==> src/rtl/multicyc_mcu_hs_pkg.sv <==
// Shared definitions for the multicycle MIPS main control unit.
//   Opcodes     : instr[31:26] encodings understood by the controller.
//   ALUops      : ALU operation encodings driven on aluop.
//   MultcycCtrl : FSM state type, datapath select encodings, trap causes
//                 and small decode helpers.
package Opcodes;
  localparam logic [5:0] OP_RR     = 6'b000000;
  localparam logic [5:0] OP_BGELTZ = 6'b000001;
  localparam logic [5:0] OP_J      = 6'b000010;
  localparam logic [5:0] OP_BEQ    = 6'b000100;
  localparam logic [5:0] OP_BNE    = 6'b000101;
  localparam logic [5:0] OP_BLEZ   = 6'b000110;
  localparam logic [5:0] OP_BGTZ   = 6'b000111;
  localparam logic [5:0] OP_ADDI   = 6'b001000;
  localparam logic [5:0] OP_ADDIU  = 6'b001001;
  localparam logic [5:0] OP_SLTI   = 6'b001010;
  localparam logic [5:0] OP_SLTIU  = 6'b001011;
  localparam logic [5:0] OP_ANDI   = 6'b001100;
  localparam logic [5:0] OP_ORI    = 6'b001101;
  localparam logic [5:0] OP_XORI   = 6'b001110;
  localparam logic [5:0] OP_LUI    = 6'b001111;
  localparam logic [5:0] OP_LW     = 6'b100011;
  localparam logic [5:0] OP_SW     = 6'b101011;
endpackage

package ALUops;
  localparam logic [3:0] ALUop_ADD  = 4'd0;
  localparam logic [3:0] ALUop_ADDU = 4'd1;
  localparam logic [3:0] ALUop_SUB  = 4'd2;
  localparam logic [3:0] ALUop_SUBU = 4'd3;
  localparam logic [3:0] ALUop_AND  = 4'd4;
  localparam logic [3:0] ALUop_OR   = 4'd5;
  localparam logic [3:0] ALUop_XOR  = 4'd6;
  localparam logic [3:0] ALUop_NOR  = 4'd7;
  localparam logic [3:0] ALUop_SLT  = 4'd8;
  localparam logic [3:0] ALUop_SLTU = 4'd9;
  // ALU decodes the funct field itself for R-type instructions.
  localparam logic [3:0] ALUop_RR   = 4'd15;
endpackage

package MultcycCtrl;
  import Opcodes::*;
  import ALUops::*;

  typedef enum logic [3:0] {
    S_FETCH, S_DECODE, S_MEMADDR, S_MEMRD, S_MEMWR, S_MEMWRBCK,
    S_RREXEC, S_RRWRBCK, S_RIEXEC, S_RIWRBCK,
    S_BRANCH, S_JMP, S_LUI, S_TRAP
  } state_t;

  // mem_addr_sel
  localparam logic       ADDR_PC      = 1'b0;
  localparam logic       ADDR_ALUOUT  = 1'b1;
  // alu_srca_sel
  localparam logic       SRCA_PC      = 1'b0;
  localparam logic       SRCA_RS      = 1'b1;
  // alu_srcb_sel
  localparam logic [2:0] SRCB_RT      = 3'd0;
  localparam logic [2:0] SRCB_FOUR    = 3'd1;
  localparam logic [2:0] SRCB_IMM     = 3'd2;
  localparam logic [2:0] SRCB_BEQIMM  = 3'd3;
  localparam logic [2:0] SRCB_ZERO    = 3'd4;
  // wreg_dst_sel
  localparam logic       DST_RT       = 1'b0;
  localparam logic       DST_RD       = 1'b1;
  // wreg_data_sel
  localparam logic [1:0] WB_ALUOUT    = 2'd0;
  localparam logic [1:0] WB_MEMDATA   = 2'd1;
  localparam logic [1:0] WB_LUI       = 2'd2;
  // nxt_pc_sel
  localparam logic [1:0] PC_PLUS4     = 2'd0;
  localparam logic [1:0] PC_BRANCH    = 2'd1;
  localparam logic [1:0] PC_JMP       = 2'd2;
  // trap_cause
  localparam logic [1:0] CAUSE_NONE    = 2'd0;
  localparam logic [1:0] CAUSE_ILLEGAL = 2'd1;
  localparam logic [1:0] CAUSE_TIMEOUT = 2'd2;

  // States that issue a memory request and therefore wait on mem_ack.
  function automatic logic is_mem_state(input state_t s);
    return (s == S_FETCH) || (s == S_MEMRD) || (s == S_MEMWR);
  endfunction

  // ALU operation for the register-immediate ALU group.
  function automatic logic [3:0] ri_aluop(input logic [5:0] op);
    case (op)
      OP_ADDI:  return ALUop_ADD;
      OP_ADDIU: return ALUop_ADDU;
      OP_SLTI:  return ALUop_SLT;
      OP_SLTIU: return ALUop_SLTU;
      OP_ANDI:  return ALUop_AND;
      OP_ORI:   return ALUop_OR;
      OP_XORI:  return ALUop_XOR;
      default:  return ALUop_ADD;
    endcase
  endfunction
endpackage

==> src/rtl/multicyc_mcu_hs_watchdog.sv <==
// mem_wait_watchdog: counts cycles a memory request waits for its ack.
//   clk, reset : clock, synchronous active-high reset
//   clear      : restart the count (asserted when entering a memory state)
//   req, ack   : current request / acknowledge
//   timeout    : this is wait cycle number WAIT_MAX with no ack
// An ack in the limit cycle masks timeout, so a late-but-legal ack wins.
module mem_wait_watchdog #(
  parameter int WAIT_MAX = 255
) (
  input  logic clk,
  input  logic reset,
  input  logic clear,
  input  logic req,
  input  logic ack,
  output logic timeout
);
  localparam int CW = $clog2(WAIT_MAX + 1);
  localparam logic [CW-1:0] LIMIT = CW'(WAIT_MAX - 1);

  logic [CW-1:0] count;

  always_ff @(posedge clk) begin
    if (reset || clear) begin
      count <= '0;
    end else if (req && !ack) begin
      count <= count + 1'b1;
    end
  end

  // count holds the number of earlier wait cycles, so the current cycle is
  // wait number count+1.
  assign timeout = req && !ack && (count == LIMIT);
endmodule

==> src/rtl/multicyc_mcu_hs.sv <==
// multicyc_mcu_hs: main control unit for the multicycle MIPS datapath with
// a variable-latency memory handshake.
//   clk, reset        : clock, synchronous active-high reset
//   opcode            : instr[31:26] from the IR
//   mem_ack           : memory completes the current access this cycle
//   mem_req           : memory request, held until mem_ack
//   datapath controls : mem_addr_sel, ir_we, alu_srca_sel, mem_we, reg_we,
//                       pc_we, wreg_dst_sel, alu_srcb_sel, aluop,
//                       wreg_data_sel, nxt_pc_sel
//   branch qualifiers : is_beq, is_bne, is_bgeltz, is_blez, is_bgtz, is_jmp
//   retire            : pulse in the last cycle of each instruction
//   trap, trap_cause  : halted and why (1 illegal opcode, 2 memory timeout)
//   cycle_cnt         : free-running cycle counter
//   retire_cnt        : retired-instruction counter
// The cycle right after a reset edge is quiet (every output 0, state Fetch),
// so an access interrupted by reset is dropped before a new fetch starts.
module multicyc_mcu_hs
  import Opcodes::*, ALUops::*, MultcycCtrl::*;
#(
  parameter int CNT_W    = 32,
  parameter int WAIT_MAX = 255
) (
  input  logic             clk,
  input  logic             reset,
  input  logic [5:0]       opcode,
  input  logic             mem_ack,
  output logic             mem_req,
  output logic             mem_addr_sel,
  output logic             ir_we,
  output logic             alu_srca_sel,
  output logic             mem_we,
  output logic             reg_we,
  output logic             pc_we,
  output logic             wreg_dst_sel,
  output logic [2:0]       alu_srcb_sel,
  output logic [3:0]       aluop,
  output logic [1:0]       wreg_data_sel,
  output logic [1:0]       nxt_pc_sel,
  output logic             is_beq,
  output logic             is_bne,
  output logic             is_bgeltz,
  output logic             is_blez,
  output logic             is_bgtz,
  output logic             is_jmp,
  output logic             retire,
  output logic             trap,
  output logic [1:0]       trap_cause,
  output logic [CNT_W-1:0] cycle_cnt,
  output logic [CNT_W-1:0] retire_cnt
);
  state_t             state_reg, state_next;
  logic               hold_reg;
  logic [1:0]         cause_reg, cause_next;
  logic [CNT_W-1:0]   cycle_reg, retire_reg;
  logic               wd_req, wd_clear, wd_timeout;

  // Request seen by the watchdog comes straight from the state register,
  // keeping it free of the combinational next-state logic below.
  assign wd_req   = !hold_reg && is_mem_state(state_reg);
  assign wd_clear = is_mem_state(state_next) && (state_next != state_reg);

  mem_wait_watchdog #(.WAIT_MAX(WAIT_MAX)) u_watchdog (
    .clk     (clk),
    .reset   (reset),
    .clear   (wd_clear),
    .req     (wd_req),
    .ack     (mem_ack),
    .timeout (wd_timeout)
  );

  always_ff @(posedge clk) begin
    if (reset) begin
      state_reg  <= S_FETCH;
      hold_reg   <= 1'b1;
      cause_reg  <= CAUSE_NONE;
      cycle_reg  <= '0;
      retire_reg <= '0;
    end else begin
      state_reg <= state_next;
      hold_reg  <= 1'b0;
      cause_reg <= cause_next;
      cycle_reg <= cycle_reg + 1'b1;
      if (retire) begin
        retire_reg <= retire_reg + 1'b1;
      end
    end
  end

  always_comb begin
    state_next    = state_reg;
    cause_next    = cause_reg;
    mem_req       = 1'b0;
    mem_addr_sel  = ADDR_PC;
    ir_we         = 1'b0;
    alu_srca_sel  = SRCA_PC;
    mem_we        = 1'b0;
    reg_we        = 1'b0;
    pc_we         = 1'b0;
    wreg_dst_sel  = DST_RT;
    alu_srcb_sel  = SRCB_RT;
    aluop         = ALUop_ADD;
    wreg_data_sel = WB_ALUOUT;
    nxt_pc_sel    = PC_PLUS4;
    is_beq        = 1'b0;
    is_bne        = 1'b0;
    is_bgeltz     = 1'b0;
    is_blez       = 1'b0;
    is_bgtz       = 1'b0;
    is_jmp        = 1'b0;
    retire        = 1'b0;

    if (!hold_reg) begin
      unique case (state_reg)
        S_FETCH: begin
          mem_req      = 1'b1;
          mem_addr_sel = ADDR_PC;
          alu_srca_sel = SRCA_PC;
          alu_srcb_sel = SRCB_FOUR;
          aluop        = ALUop_ADD;
          nxt_pc_sel   = PC_PLUS4;
          if (mem_ack) begin
            ir_we      = 1'b1;
            pc_we      = 1'b1;
            state_next = S_DECODE;
          end else if (wd_timeout) begin
            state_next = S_TRAP;
            cause_next = CAUSE_TIMEOUT;
          end
        end
        S_DECODE: begin
          alu_srca_sel = SRCA_PC;
          alu_srcb_sel = SRCB_BEQIMM;
          aluop        = ALUop_ADD;
          case (opcode)
            OP_LW, OP_SW:                  state_next = S_MEMADDR;
            OP_RR:                         state_next = S_RREXEC;
            OP_BGELTZ, OP_BEQ, OP_BNE,
            OP_BLEZ, OP_BGTZ:              state_next = S_BRANCH;
            OP_J:                          state_next = S_JMP;
            OP_ADDI, OP_ADDIU, OP_SLTI, OP_SLTIU,
            OP_ANDI, OP_ORI, OP_XORI:      state_next = S_RIEXEC;
            OP_LUI:                        state_next = S_LUI;
            default: begin
              state_next = S_TRAP;
              cause_next = CAUSE_ILLEGAL;
            end
          endcase
        end
        S_MEMADDR: begin
          alu_srca_sel = SRCA_RS;
          alu_srcb_sel = SRCB_IMM;
          aluop        = ALUop_ADD;
          state_next   = (opcode == OP_LW) ? S_MEMRD : S_MEMWR;
        end
        S_MEMRD: begin
          mem_req      = 1'b1;
          mem_addr_sel = ADDR_ALUOUT;
          if (mem_ack) begin
            state_next = S_MEMWRBCK;
          end else if (wd_timeout) begin
            state_next = S_TRAP;
            cause_next = CAUSE_TIMEOUT;
          end
        end
        S_MEMWR: begin
          mem_req      = 1'b1;
          mem_addr_sel = ADDR_ALUOUT;
          mem_we       = 1'b1;
          if (mem_ack) begin
            retire     = 1'b1;
            state_next = S_FETCH;
          end else if (wd_timeout) begin
            state_next = S_TRAP;
            cause_next = CAUSE_TIMEOUT;
          end
        end
        S_MEMWRBCK: begin
          reg_we        = 1'b1;
          wreg_dst_sel  = DST_RT;
          wreg_data_sel = WB_MEMDATA;
          retire        = 1'b1;
          state_next    = S_FETCH;
        end
        S_RREXEC: begin
          alu_srca_sel = SRCA_RS;
          alu_srcb_sel = SRCB_RT;
          aluop        = ALUop_RR;
          state_next   = S_RRWRBCK;
        end
        S_RRWRBCK: begin
          reg_we        = 1'b1;
          wreg_dst_sel  = DST_RD;
          wreg_data_sel = WB_ALUOUT;
          retire        = 1'b1;
          state_next    = S_FETCH;
        end
        S_RIEXEC: begin
          alu_srca_sel = SRCA_RS;
          alu_srcb_sel = SRCB_IMM;
          aluop        = ri_aluop(opcode);
          state_next   = S_RIWRBCK;
        end
        S_RIWRBCK: begin
          reg_we        = 1'b1;
          wreg_dst_sel  = DST_RT;
          wreg_data_sel = WB_ALUOUT;
          retire        = 1'b1;
          state_next    = S_FETCH;
        end
        S_BRANCH: begin
          alu_srca_sel = SRCA_RS;
          aluop        = ALUop_SUB;
          nxt_pc_sel   = PC_BRANCH;
          // Two-register compares use Rt; the sign tests compare against 0.
          alu_srcb_sel = (opcode == OP_BEQ || opcode == OP_BNE) ? SRCB_RT : SRCB_ZERO;
          is_beq       = (opcode == OP_BEQ);
          is_bne       = (opcode == OP_BNE);
          is_bgeltz    = (opcode == OP_BGELTZ);
          is_blez      = (opcode == OP_BLEZ);
          is_bgtz      = (opcode == OP_BGTZ);
          retire       = 1'b1;
          state_next   = S_FETCH;
        end
        S_JMP: begin
          nxt_pc_sel = PC_JMP;
          pc_we      = 1'b1;
          is_jmp     = 1'b1;
          retire     = 1'b1;
          state_next = S_FETCH;
        end
        S_LUI: begin
          reg_we        = 1'b1;
          wreg_dst_sel  = DST_RT;
          wreg_data_sel = WB_LUI;
          retire        = 1'b1;
          state_next    = S_FETCH;
        end
        S_TRAP: begin
          state_next = S_TRAP;
        end
        default: begin
          state_next = S_FETCH;
        end
      endcase
    end
  end

  assign trap       = (state_reg == S_TRAP);
  assign trap_cause = cause_reg;
  assign cycle_cnt  = cycle_reg;
  assign retire_cnt = retire_reg;
endmodule

==> config.mk <==
export PLATFORM = sky130hd
export DESIGN_NAME = multicyc_mcu_hs
export DESIGN_NICKNAME = d
export VERILOG_FILES = /design/src/rtl/multicyc_mcu_hs_pkg.sv /design/src/rtl/multicyc_mcu_hs_watchdog.sv /design/src/rtl/multicyc_mcu_hs.sv
export SDC_FILE = /design/constraint.sdc
export NUM_CORES = 1
export LEC_CHECK = 0
export CAP_MARGIN = 30
export CORE_UTILIZATION = 50
export CTS_BUF_LIST = sky130_fd_sc_hd__clkbuf_16
export CTS_CLUSTER_SIZE = 10
export DETAILED_ROUTE_END_ITERATION = 10
export PLACE_DENSITY_LB_ADDON = 0.12
export RECOVER_POWER = 25
export SLEW_MARGIN = 20
export SYNTH_ARGS = -nofsm -noshare
export SYNTH_HDL_FRONTEND = slang
export SYNTH_SLANG_ARGS = --single-unit
==> constraint.sdc <==
create_clock -name clk -period 2.61 [get_ports clk]
set_input_delay 0.522 -clock clk [delete_from_list [all_inputs] [get_ports clk]]
set_output_delay 0.522 -clock clk [all_outputs]
set_load 0.05 [all_outputs]
==> impl_results.md, run 1 <==
* Outcome: finished clean
* P_leak at 0.00246 µW
* DRC viols at 0
* Design Area, Final at 0.00641 mm²
* Area share of and/or/nand/nor cells after synthesis at 32.2%
* Main synth FF type: dfxtp_1
* Worst Slack Setup Final at 0.0638 ns
* Slew @ Worst Pin at 1.20 ns
* Mapped cell area at 0.00430 mm²
* CTS clk-pin slew, worst paths at 0.06 ns
* First-pass GRT wire length at 18,300 µm
* Worst R2R Path Depth at 10
* Commonest non-fill, non-tap cell in the layout: nor2_1
* Yosys reg bits at 79
* Initial antenna violation count at 0
* CTS sink count at 79
* Worst Hold Slack at 0.462 ns
* Antenna cells at 0
* TritonCTS buffer count at 9
* Post-detail-place hpwl at 8330 µm
* FF-to-FF End: u_watchdog.count[1]$_SDFFE_PP0P_
* XOR/XNOR Fraction of Synth Area at 12.0%
* Period minus WS final at 2.55 ns
* Critical Path Fanout Max at 12
* DR iter-0 viols at 231
* Die Y at 94.8 µm
* Nets at 678
* DP Area at 0.00593 mm²
* Reg-to-reg slack, setup at 0.10 ns
* Multiplexer area fraction after synthesis at 0.698%
* EDFF count, synth at 0
* Period Utilization, post-route at 97.6%
* Level count of the clock H-tree at 3
* Yosys Warn Count at 0
* Number of global-route vias before repair at 3,898
* Final clock skew at 0.00898 ns
* Die width at 94.8 µm
* Ports at 102
* Crit path DAT at 2.02 ns
* Net Count, Synth at 538
* Max Slew Vio Count at 0
* Relative slew slack at 20.0%
* Largest family of logic cells by synthesized area: simple AND/OR/NAND/NOR gates
* Hold Buf Count CTS at 0
* Critical path required time at 2.09 ns
* Effective utilization at floorplan at 52.1%
* Drt pass-1 iters at 5
* Hold Vio Cnt, Final at 0
* Class of the worst hold path: reg -> reg
* Sequential area share after synthesis at 36.8%
* Rows at 33
* Crit path launch type: flip-flop
* PortBufs at 101
* Compound-Gate Fraction of Synth Area at 12.7%
* Reg2reg start: state_reg[3]$_SDFF_PP0_
* Syn Area/Cell at 8.19 µm²
* Max Cap Violations at 0
* CP startpoint: state_reg[0]$_SDFF_PP0_
* Most frequent cells in the layout: nor2_1 (79), dfxtp_1 (78), clkdlybuf4s50_1 (68)
* Die footprint at 0.00898 mm²
* Adder-Cell Fraction of Synth Area at 1.16%
* Setup WS pre-CTS at -0.331 ns
* RSZ-0062 raised after global routing: yes
* Worst Setup Path Type: reg -> out
* Syn Inst Count at 525
* Antenna-violating nets left at 0
* Setup violations, final at 0
* Pin count of the biggest net entering global routing at 47
* Routed len/inst at 15.3 µm
* Maximum VDD drop at 0.370 mV
* GRT Total Usage at 25.8%
* Power Density at 459 mW/mm²
* F_max at 0.393 GHz
* Drt total wl at 11,800 µm
* Layout area overhead at 49.0%
* Area of the core at 0.00826 mm²
* Layout cells sized above 1 at 20.3%
* CTS max path bufs at 2
* Mean number of vias per cell at 5.63
* RePlAce Congestion at 0.973
* Overflow after GRT at 0
* CTS root buf: clkbuf_16
* Worst Setup End Kind: output pin
* Fillcell total at 588
* Clock latency at the later pin of the worst-skew pair at 0.33 ns
* CP endpoint: aluop[3]
* Netlist cell types at 60
* CTS tree: built
* Post-synth ARST share at 0%
* Via count at 4,362
[synth_stat cells, types with 5 or more instances]
cell,instances,area [µm²]
nor2_1,82,308
dfxtp_1,79,1580
xor2_1,37,324
a21oi_1,33,165
nand2_1,33,124
nand3_1,31,155
xnor2_1,22,193
and3_1,20,125
nand4_1,16,100
nor3_1,16,80.1
o21ai_0,16,80.1
or3_1,14,87.6
clkbuf_1,11,41.3
inv_1,11,41.3
buf_2,7,35.0
nor2b_1,7,43.8
nor4_1,7,43.8
and4_1,6,52.6
buf_4,5,37.5
[how the worst min path moves through the flow]
stage,start,to,cells past startpoint
2_1_floorplan,u_watchdog.count[7]$_SDFFE_PP0P_,u_watchdog.count[7]$_SDFFE_PP0P_,2
3_3_place_gp,cycle_cnt[0]$_SDFF_PP0_,cycle_cnt[0]$_SDFF_PP0_,1
3_5_place_dp,cycle_cnt[0]$_SDFF_PP0_,cycle_cnt[0]$_SDFF_PP0_,1
4_1_cts,cycle_cnt[0]$_SDFF_PP0_,cycle_cnt[0]$_SDFF_PP0_,1
5_1_grt,cycle_cnt[0]$_SDFF_PP0_,cycle_cnt[0]$_SDFF_PP0_,1
6_report,cycle_cnt[0]$_SDFF_PP0_,cycle_cnt[0]$_SDFF_PP0_,1
[per-stage QoR]
| step | util [%] | total power [µW] | setup TNS, ns | cells |
|---|---|---|---|---|
| global placement | 71.8 | 1700 | -2.24 | 753 |
| global route | 77.6 | 3060 | -0.0624 | 775 |
| detailed placement | 71.8 | 1710 | -2.96 | 753 |
| CTS | 76.1 | 2940 | 0 | 771 |
| finish | 77.6 | 2940 | 0 | 775 |
| floorplan | - | 1540 | -0.975 | 525 |
[timing repair]
action | 4_1_cts | 5_1_grt
setup endpoints to repair | 6 | 19
buffers inserted | 2 | 4
gates resized for setup | 9 | 23
pin swaps | 4 | 7
cloned | 0 | 0
[logic make-up after synthesis]
kind of cell,Yosys count
AOI/OAI and AO/OA,84
and+or+nand+nor,256
xor gates and xnor gates,59
DFF,79
muxes,3
buffers and inverters,40
adders and majority gates,4
[critical path: stages, from the launching register on]
cell     delay (ns)
dfxtp_1        0.37
buf_4          0.21
inv_1          0.20
nand2_1        0.17
or3_1          0.41
a21oi_2        0.18
buf_12         0.15
[metal layers]
layer	wire length, µm	GRT usage, %	vias to the layer above
met1	5210	32.4	2082
met5	0	0	-
met4	157	9.09	0
met2	5910	43.9	145
li1	-	-	2121
met3	563	4.99	14
[power breakdown]
part / switching (µW) / internal, µW / leakage [µW]
clock: 486 / 733 / 0.000144
combinational: 280 / 197 / 0.00168
sequential: 21.5 / 1220 / 0.000638
[area by class of cell]
class	count	area, µm²	area share, %
multi-input cells	406	2680	41.8
repair buffers	155	1670	26.1
flip-flops and latches	79	1580	24.7
clock buffers	9	225	3.51
well taps	105	131	2.05
clock inverters	7	66.3	1.03
inverters	14	52.6	0.820
Power figures use the tool's default switching activity.
==> inputs of run 2 (changes only) <==
PLACE_DENSITY = 0.8   (was default)
PLACE_DENSITY_LB_ADDON = default   (was 0.12)
==> run 2 against run 1 <==
  * The flow now finishes with violations (negative setup slack)
  * Via count grew 0.78%
  * Cell count is 1.5% lower
  * Total power is 0.42% lower
  * Combinational power down 2%
  * First-iteration DRC count is 24% higher
  * Register-to-register slack better by 0.06 ns
==> impl_results.md, run 2 (synthesis results as in run 1) <==
* Fillcell total at 575
* CTS clk-pin slew, worst paths at 0.06 ns
* Period Utilization, post-route at 101%
* Crit path launch type: input pin
* P_leak at 0.00241 µW
* DP Area at 0.00586 mm²
* Design Area, Final at 0.00630 mm²
* Die footprint at 0.00898 mm²
* Total chip power at 2930 µW
* Antenna cells at 0
* Via count at 4,396
* Clock latency at the later pin of the worst-skew pair at 0.34 ns
* GRT Total Usage at 27.1%
* DRC viols at 0
* Overflow after GRT at 0
* Worst Slack Setup Final at -0.0229 ns
* Max Slew Vio Count at 0
* F_max at 0.380 GHz
* CTS root buf: clkbuf_16
* Final clock skew at 0.00806 ns
* RePlAce Congestion at 0.954
* RSZ-0062 raised after global routing: yes
* Period minus WS final at 2.63 ns
* Worst Setup End Kind: output pin
* PortBufs at 101
* Outcome: complete, but fails checks
* Failing checks: negative setup slack
* Post-detail-place hpwl at 8350 µm
* Slew @ Worst Pin at 1.44 ns
* Effective utilization at floorplan at 52.1%
* Routed len/inst at 16.0 µm
* Setup violations, final at 1
* Layout cells sized above 1 at 18.7%
* Mean number of vias per cell at 5.76
* Critical path required time at 2.09 ns
* Hold Vio Cnt, Final at 0
* Relative slew slack at 4.24%
* Level count of the clock H-tree at 3
* DR iter-0 viols at 287
* Die width at 94.8 µm
* FF+latch area at 0.00158 mm²
* Area of the multi-input gates at 0.00267 mm²
* Initial antenna violation count at 0
* Drt pass-1 iters at 5
* Worst Setup Path Type: in -> out
* Nets at 666
* Drt total wl at 12,200 µm
* CTS tree: built
* Maximum VDD drop at 0.427 mV
* Layout area overhead at 46.4%
* Number of global-route vias before repair at 4,055
* Rows at 33
* CTS sink count at 79
* Class of the worst hold path: reg -> reg
* CTS max path bufs at 2
* Commonest non-fill, non-tap cell in the layout: nor2_1
* Critical Path Fanout Max at 4
* Most frequent cells in the layout: nor2_1 (81), dfxtp_1 (78), clkdlybuf4s50_1 (69)
* Hold Buf Count CTS at 0
* Area of the core at 0.00826 mm²
* Die Y at 94.8 µm
* Crit path DAT at 2.11 ns
* First-pass GRT wire length at 19,300 µm
* Antenna-violating nets left at 0
* TritonCTS buffer count at 9
* Max Cap Violations at 0
* Power Density at 465 mW/mm²
* Ports at 102
* Pin count of the biggest net entering global routing at 71
[run 2: critical path: stages]
cell	delay (ns)
clkdlybuf4s50_1	0.56
buf_4	0.16
nand2b_1	0.11
or3_1	0.40
a21oi_2	0.20
buf_12	0.16
[run 2: routing by layer]
metal | vias to the layer above | GRT usage, % | part of all wire, %
met2 | 167 | 44.8 | 49
met4 | 0 | 9.72 | 2.4
met1 | 2096 | 35.0 | 44
met3 | 31 | 5.15 | 5.2
li1 | 2102 | - | -
met5 | - | 0 | 0
[run 2: final timing paths]
check                                        startpoint                                to  slack (ns)  cells past startpoint
worst max register to register  state_reg[1]$_SDFF_PP0_  u_watchdog.count[1]$_SDFFE_PP0P_        0.16                      8
worst min register to register  cycle_cnt[0]$_SDFF_PP0_           cycle_cnt[0]$_SDFF_PP0_        0.47                      1
worst min-delay path            cycle_cnt[0]$_SDFF_PP0_           cycle_cnt[0]$_SDFF_PP0_        0.47                      1
worst max-delay path                          opcode[1]                          aluop[3]       -0.02                      6
[run 2: where the power goes]
part	switching [µW]	internal (µW)
Sequential	22.6	1220
Clock	484	733
Combinational	281	184
[run 2: repair_timing]
| item | in CTS | in global routing |
|---|---|---|
| resized for setup | 6 | 22 |
| pin swaps | 2 | 8 |
| endpoints found under the setup margin | 15 | 17 |
| buffers inserted | 0 | 2 |
[run 2: cell type report]
type                            instances  area share, %
Sequential cell                        79           25.1
Multi-Input combinational cell        406           42.4
Timing Repair Buffer                  143           24.9
Tap cell                              105           2.09
Inverter                               14          0.835
Clock inverter                          7           1.01
Clock buffer                            9           3.58
[run 2: stage by stage]
stage | util, % | std cells | TNS [ns] | hold WS, ns | setup slack [ns]
6_report | 76.2 | 763 | -0.0229 | 0.469 | -0.0229
5_1_grt | 76.2 | 763 | -0.0853 | 0.503 | -0.0605
4_1_cts | 74.8 | 761 | -0.0113 | 0.480 | -0.0113
3_5_place_dp | 71.0 | 745 | -3.17 | 0.467 | -0.380
3_3_place_gp | 71.0 | 745 | -2.33 | 0.449 | -0.271
2_1_floorplan | - | 525 | -0.975 | 0.506 | -0.355
==> inputs of run 3 (changes only) <==
SYNTH_HIERARCHICAL = 1   (was default)
==> run 3 against run 2 <==
  * Clock-buffer cell count did not move
  * Highest routed layer unchanged
  * Critical path type is now reg -> reg
  * Sequential cell count did not move
  * Register-to-register slack lost 0.93 ns
  * The run still ends with negative setup slack left
  * Sequential power barely moved
==> impl_results.md, run 3 <==
* Effective utilization at floorplan at 51.7%
* Failing checks: negative setup slack
* CTS max path bufs at 2
* Yosys Warn Count at 6
* Global Route met3 Usage at 7.20%
* Most common cell in the netlist: nor2_1
* Main synth FF type: dfxtp_1
* Period minus WS final at 3.38 ns
* Relative slew slack at 51.3%
* Final core occ at 79.5%
* Layout area overhead at 53.7%
* Die footprint at 0.00887 mm²
* Hold Vio Cnt, Final at 0
* Final clock skew at 0.00802 ns
* Fin Setup TNS at -6.17 ns
* Maximum VDD drop at 0.356 mV
* Netlist cell types at 62
* Most frequent CP cell: a21o_1
* GRT busiest layer: met2
* Drt total wl at 12,000 µm
* Crit path DAT at 3.66 ns
* Critical Path Max Stage Delay at 0.48 ns
* Crit-path cells: or2_4 > a21o_1 > nor2_4 > nand3b_4 > nor3_4 > or4b_4 > a21o_1 > o311a_1 > a32oi_1 > o22ai_1 > mux2i_1 > a211oi_2 > or2_1 > or4_1 > nand2_1
* Setup WS pre-CTS at -0.830 ns
* Initial antenna violation count at 0
* Most frequent cells in the layout: nor2_1 (86), dfxtp_1 (77), buf_4 (66)
* CTS root buf: clkbuf_16
* CTS clk-pin slew, worst paths at 0.06 ns
* Met2 Use GR at 46.6%
* CTS sink count at 79
* DRC viols at 0
* Sequential area share after synthesis at 37.2%
* Slew @ Worst Pin at 0.730 ns
* GRT Total Usage at 27.2%
* Max Slew Vio Count at 0
* GRT met1 Usage at 32.1%
* Nets at 693
* Critical path required time at 2.89 ns
* P_leak at 0.00259 µW
* Die Y at 94.2 µm
* Class of the worst hold path: in -> reg
* FF+latch area at 0.00158 mm²
* Syn Inst Count at 525
* Top-area cell type share of the netlist area at 37.2%
* Level count of the clock H-tree at 3
* Crit path launch type: flip-flop
* TritonCTS buffer count at 9
* Worst Slack Setup Final at -0.770 ns
* EDFF count, synth at 0
* Post-synth ARST share at 0%
* DR iter-0 viols at 148
* Area of the multi-input gates at 0.00269 mm²
* PortBufs at 101
* Hold Buf Count CTS at 0
* Synth cell count leaders: nor2_1 (93), dfxtp_1 (79), xor2_1 (44), nand2_1 (36), nand3_1 (30)
* Commonest non-fill, non-tap cell in the layout: nor2_1
* CTS tree: built
* Mean number of vias per cell at 5.54
* RePlAce Congestion at 0.843
* Power Density at 454 mW/mm²
* Pin count of the biggest net entering global routing at 72
* Routed len/inst at 15.1 µm
* Worst Setup Path Type: reg -> reg
* Number of global-route vias before repair at 4,092
* Period Utilization, post-route at 129%
* Outcome: complete, but fails checks
* Clock latency at the later pin of the worst-skew pair at 0.34 ns
* Ports at 102
* Mapped cell area at 0.00425 mm²
* Slowest CP cell: or4b_4
* Syn Area/Cell at 8.09 µm²
* F_max at 0.296 GHz
* Drt pass-1 iters at 5
* Via count at 4,378
* Antenna-violating nets left at 0
* Overflow after GRT at 0
* Worst Setup End Kind: flip-flop
* First-pass GRT wire length at 19,000 µm
* Area of the core at 0.00822 mm²
* Fillcell total at 570
* Rows at 33
* Setup violations, final at 18
* Synth top area cells: dfxtp_1 (37%), xor2_1 (9.1%), nor2_1 (8.2%)
* Finished Layout Cells at 790
* Post-Place Cells at 764
* RSZ-0062 raised after global routing: yes
* Dominant cell type by area after synthesis: dfxtp_1
* Layout cells sized above 1 at 24.5%
* Yosys reg bits at 79
* Post-detail-place hpwl at 8230 µm
* Max Cap Violations at 0
* Net Count, Synth at 538
* Critical Path Fanout Max at 3
* Die width at 94.2 µm
* Antenna cells at 0
run 3: cells by family after synthesis:
logic type                 count (synthesis)  synth area share (%)
buffers and inverters                     35                  3.74
and+or+nand+nor                          269                  33.0
muxes                                      5                  1.18
adders and majority gates                  4                  1.18
AOI/OAI and AO/OA                         72                  11.1
DFF                                       79                  37.2
xor gates and xnor gates                  61                  12.6
run 3: per-layer routing:
layer / vias up / wire, µm
met1: 2075 / 5050
met4: 0 / 282
met2: 143 / 5860
met3: 26 / 766
li1: 2134 / -
met5: - / 0
run 3: area by class of cell:
type	count	area share, %
Timing Repair Buffer	172	27.4
Clock buffer	9	3.45
Sequential cell	79	24.2
Clock inverter	7	1.30
Multi-Input combinational cell	411	41.2
Tap cell	105	2.01
Inverter	7	0.479
run 3: power breakdown:
group          internal [µW]  switching (µW)  total (µW)
combinational            193             240         433
clock                    761             542        1300
sequential              1220            12.9        1230
run 3: worst max-delay path: cells and delay by family (launching register included):
family / cells / cell delay (ns)
AO/OA/AOI/OAI: 6 / 0.93
multiplexers: 1 / 0.17
AND/OR/NAND/NOR: 8 / 1.90
flip-flops: 1 / 0.32
run 3: stage by stage:
| step | hold WS [ns] | cell area, µm² | total power [µW] |
|---|---|---|---|
| 5_1_grt | 0.326 | 6530 | 3070 |
| 3_5_place_dp | 0.482 | 6030 | 1640 |
| 3_3_place_gp | 0.470 | 6030 | 1630 |
| 2_1_floorplan | 0.452 | 4360 | 1480 |
| 4_1_cts | 0.323 | 6460 | 2960 |
| 6_report | 0.330 | 6530 | 2970 |
run 3: repair_timing:
| item | 4_1_cts | 5_1_grt |
|---|---|---|
| setup endpoints to repair | 16 | 17 |
| buffers inserted | 8 | 5 |
| gates resized for setup | 27 | 20 |
| pin swaps | 16 | 12 |
run 3: worst paths after layout:
path	start	endpoint	slack, ns	cells after the start
worst max-delay path	state_reg[1]$_SDFF_PP0_	u_watchdog/count[4]$_SDFFE_PP0P_	-0.77	15
worst min-delay path	reset	hold_reg$_DFF_P_	0.33	1
worst max register to register	state_reg[1]$_SDFF_PP0_	u_watchdog/count[4]$_SDFFE_PP0P_	-0.77	15
worst min register to register	trap_cause[1]$_SDFFE_PP0P_	trap_cause[1]$_SDFFE_PP0P_	0.50	2
